**src/rtl/cl_serial_ctrl_pkg.sv**
```systemverilog
// cl_serial_ctrl_pkg: shared op codes, FSM states and counter sizing for the serial logic sequencer
package cl_serial_ctrl_pkg;
  localparam logic [1:0] OP_AND  = 2'b00;
  localparam logic [1:0] OP_OR   = 2'b01;
  localparam logic [1:0] OP_XOR  = 2'b10;
  localparam logic [1:0] OP_NOTA = 2'b11;
  typedef enum logic [1:0] {ST_IDLE, ST_RUN, ST_DONE} state_t;
  function automatic int cnt_width(input int w);
    return $clog2(w);
  endfunction
endpackage

```
**src/rtl/cl_serial_ctrl_cl.sv**
```systemverilog
// cl: one-bit logic cell computing and/or/xor/not-a selected by S
module cl
  import cl_serial_ctrl_pkg::*;
(
  output logic       out,
  input  logic       a,
  input  logic       b,
  input  logic [1:0] S
);
  // pick the operation for the single bit pair
  always_comb
    out = (S == OP_AND) ? (a & b) :
          (S == OP_OR)  ? (a | b) :
          (S == OP_XOR) ? (a ^ b) : ~a;
endmodule

```
**src/rtl/cl_serial_ctrl.sv**
```systemverilog
// cl_serial_ctrl: streams WIDTH-bit operands LSB first through one logic cell with start/busy/done handshake
module cl_serial_ctrl
  import cl_serial_ctrl_pkg::*;
#(
  parameter int WIDTH = 8
) (
  input  logic             clk,
  input  logic             reset_n,
  input  logic             start,
  input  logic [1:0]       S,
  input  logic [WIDTH-1:0] a,
  input  logic [WIDTH-1:0] b,
  output logic             busy,
  output logic             done,
  output logic [WIDTH-1:0] out,
  output logic             zero
);
  localparam int CW = cnt_width(WIDTH);
  state_t           state_q, state_d;
  logic [WIDTH-1:0] a_q, a_d, b_q, b_d, res_q, res_d, out_q, out_d;
  logic [1:0]       op_q, op_d;
  logic [CW-1:0]    cnt_q, cnt_d;
  logic             zero_q, zero_d;
  logic             cell_out;

  cl u_cl (
    .out (cell_out),
    .a   (a_q[0]),
    .b   (b_q[0]),
    .S   (op_q)
  );

  assign busy = (state_q == ST_RUN);
  assign done = (state_q == ST_DONE);
  assign out  = out_q;
  assign zero = zero_q;

  // next state: shift one bit per RUN cycle, publish on the count==0 edge, accept start outside RUN
  always_comb begin
    state_d = state_q;
    a_d     = a_q;
    b_d     = b_q;
    op_d    = op_q;
    cnt_d   = cnt_q;
    res_d   = res_q;
    out_d   = out_q;
    zero_d  = zero_q;
    if (state_q == ST_RUN) begin
      res_d = {cell_out, res_q[WIDTH-1:1]};
      a_d   = a_q >> 1;
      b_d   = b_q >> 1;
      if (cnt_q == '0) begin
        out_d   = res_d;
        zero_d  = (res_d == '0);
        state_d = ST_DONE;
      end else begin
        cnt_d = cnt_q - CW'(1);
      end
    end else if (start) begin
      a_d     = a;
      b_d     = b;
      op_d    = S;
      cnt_d   = CW'(WIDTH - 1);
      state_d = ST_RUN;
    end else begin
      state_d = ST_IDLE;
    end
  end

  // state registers, all cleared so nothing starts as X
  always_ff @(posedge clk or negedge reset_n) begin
    if (!reset_n) begin
      state_q <= ST_IDLE;
      a_q     <= '0;
      b_q     <= '0;
      op_q    <= '0;
      cnt_q   <= '0;
      res_q   <= '0;
      out_q   <= '0;
      zero_q  <= 1'b1;
    end else begin
      state_q <= state_d;
      a_q     <= a_d;
      b_q     <= b_d;
      op_q    <= op_d;
      cnt_q   <= cnt_d;
      res_q   <= res_d;
      out_q   <= out_d;
      zero_q  <= zero_d;
    end
  end
endmodule

```
**config.mk**
```make
export PLATFORM = sky130hd
export DESIGN_NAME = cl_serial_ctrl
export DESIGN_NICKNAME = d
export VERILOG_FILES = /design/src/rtl/cl_serial_ctrl_pkg.sv /design/src/rtl/cl_serial_ctrl_cl.sv /design/src/rtl/cl_serial_ctrl.sv
export SDC_FILE = /design/constraint.sdc
export NUM_CORES = 1
export LEC_CHECK = 0
export ABC_CLOCK_PERIOD_IN_PS = 1900
export CELL_PAD_IN_SITES_DETAIL_PLACEMENT = 1
export CELL_PAD_IN_SITES_GLOBAL_PLACEMENT = 1
export CORE_ASPECT_RATIO = 1.4
export CORE_MARGIN = 5
export CORE_UTILIZATION = 41
export CTS_BUF_LIST = sky130_fd_sc_hd__clkbuf_8
export DETAILED_ROUTE_END_ITERATION = 8
export PLACE_DENSITY_LB_ADDON = 0.1
export SKIP_CTS_REPAIR_TIMING = 1
export SYNTH_ARGS = -nofsm -noshare
export SYNTH_HDL_FRONTEND = slang
export SYNTH_SLANG_ARGS = --single-unit
```
**constraint.sdc**
```tcl
create_clock -name clk -period 1.9 [get_ports clk]
set_clock_uncertainty 0.05 [all_clocks]
set_input_delay 0.475 -clock clk [delete_from_list [all_inputs] [get_ports clk]]
set_output_delay 0.475 -clock clk [all_outputs]
set_load 0.05 [all_outputs]
```
==> results.txt <==
Site row count -> 28
Tcrit/Tclk final -> 0.925
Min Tclk post-route -> 1.76 ns
Nets -> 232
DP Worst Slack -> 0.101 ns
RSZ-0062 raised after global routing -> false
Die width -> 65.2 um
Syn_area_per_cell -> 10.3 sq um
Core Region -> 4170 sq um
Asr flop ratio synth -> 1.00
Via density -> 5.07
Die ar. -> 5690 sq um
Post-synth EDFFs -> 0
Fmax -> 0.569 GHz
CTS max path bufs -> 2
Status -> finished clean
Final Cell Area -> 2230 sq um
Critical path endpoint category -> output port
Detail Placement HPWL -> 2810 um
Final worst setup slack -> 0.143 ns
First-pass GRT wire length -> 6130 um
Synth area leader -> dfrtp_1
Post-route ant nets -> 0
Met2 Resource Use GR -> 0.264
Final cell count without fillers -> 253
Vias in the first global route -> 1,365
Synthesized area -> 1750 sq um
GR peak layer -> met2
Routed wire per std cell -> 14.3 um
Layout cells sized above 1 -> 0.173
CTS clk-pin slew, worst paths -> 0.08 ns
Fin. Hold Viols -> 0
GRT overflow -> 0
Slowest stage cell on the critical path -> dfrtp_1
WHS -> 0.0553 ns
Worst min path class -> input port to asynchronous set/reset pin
Post-DP Area -> 2140 sq um
Largest net degree at the start of global routing -> 32
Top-count cell post-synth -> nand2_1
Root Driver -> clkbuf_8
Top cells by area, synth -> dfrtp_1 (54%), nand2_1 (12%), mux2i_1 (9.2%)
Reg-to-Reg Start -> a_q[0]
Global placer's final weighted congestion -> 0.691
Worst slew pin tran -> 0.414 ns
I/O pin count -> 32
Leakage power -> 1.10 nW
Main flop type after synthesis -> dfrtp_1
Synthesized flop and latch total -> 39
Placed cells -> 245
Crit path from -> state_q[1]
Yosys warning count -> 0
DR DRC count -> 0
Grt met3 use -> 0.0413
Vias -> 1,282
Endpoints failing setup -> 0
Starting Density -> 0.420
Power per cell area -> 1570 nW/um^2
Peak supply drop -> 0.000594 V
DIE HEIGHT -> 87.3 um
Cells after synthesis -> 170
Startpoint types -> register
Clk sinks -> 39
First-pass DRT Iterations -> 3
GRT Total Usage -> 0.142
Drt total wl -> 3610 um
TritonCTS clock tree -> done
Initial antenna violation count -> 0
TritonCTS Buffers -> 5
Rel. slew slack -> 0.724
# diodes -> 0
Area Overhead vs Synth -> 27.4%
Unique cell type count in the Yosys netlist -> 27
Final setup TNS -> 0 ns
CP required -> 1.37 ns
Power, Total -> 3.49 mW
Max Fanout on Critical Path -> 7
Arrival @ worst endpoint -> 1.23 ns
H-tree levels -> 2
Part of the Yosys area used for sequential elements -> 0.559
Max_cap viols -> 0
Final slew viol count -> 0
1st-iter DRT viols -> 30
Crit-path cells -> nand2b_2 -> inv_2 -> buf_12
Max incr delay on CP -> 0.40 ns
CP Class -> register to output port
Post-synthesis net count -> 195
Port bufs -> 31
Finished Core Util -> 0.535
Met1 GRT Util -> 0.145
Yosys top cell area share -> 0.544
Clk Latency, worst-skew pair -> 0.29 ns
Top cells by count, synth -> nand2_1 (56), dfrtp_1 (38), o21ai_0 (18), mux2i_1 (16), inv_1 (9)
layout make-up:
class	count	area (sq um)
Clock buffer	5	68.8
Clock inverter	3	20.0
Fill cell	475	1940
Inverter	10	37.5
Multi-Input combinational cell	113	676
Sequential cell	39	977
Tap cell	45	56.3
Timing Repair Buffer	38	393
power breakdown:
| part | switching, mW | internal, mW | total (mW) |
|---|---|---|---|
| registers | 0.225 | 1.18 | 1.40 |
| logic | 0.911 | 0.614 | 1.53 |
| clock network | 0.308 | 0.256 | 0.563 |
| total | 1.44 | 2.05 | 3.49 |
routing by layer:
layer / share of wire / routed length, um
met5: 0 / 0
met4: 0.016 / 59
met3: 0.050 / 181
met2: 0.54 / 1950
met1: 0.39 / 1420
cells in the final DEF, fill, tap and decap left out, types with 2 or more instances in the layout:
cell type,n
nor2b_1,2
buf_12,5
o21ai_0,18
clkbuf_8,5
inv_1,8
ha_1,4
mux2_2,2
mux2i_1,16
nand2_1,56
buf_4,13
nor2_1,3
dfrtp_1,38
inv_2,2
clkinvlp_4,2
clkdlybuf4s50_1,19
state kept, by name, summed over array words and instances, names as in the netlist:
name     flops
op_q         2
zero         1
cnt_q        3
out          8
res_q        7
state_q      2
a_q          8
b_q          8
path summary, 6_finish.rpt:
check,endpoint,slack (ns),cells after the start
min reg2reg,out[3],0.43,2
max reg2reg,zero,0.32,5
min,out[7],0.06,1
min in group clk,out[3],0.43,2
max,busy,0.14,3
max in group asynchronous,b_q[3],1.23,2
cell families after synthesis:
family / synth area share
AO/OA/AOI/OAI: 0.0687
adder cells (fa/ha/maj): 0.0286
buffers and inverters: 0.0551
flip-flops: 0.559
multiplexers: 0.117
AND/OR/NAND/NOR: 0.172
critical path, delay by kind of cell, from the launching register on:
kind | cells | cell delay (ns)
buffers and inverters | 2 | 0.30
DFF | 1 | 0.40
and+or+nand+nor | 1 | 0.25
No activity file was read; power rests on OpenSTA's default activity.
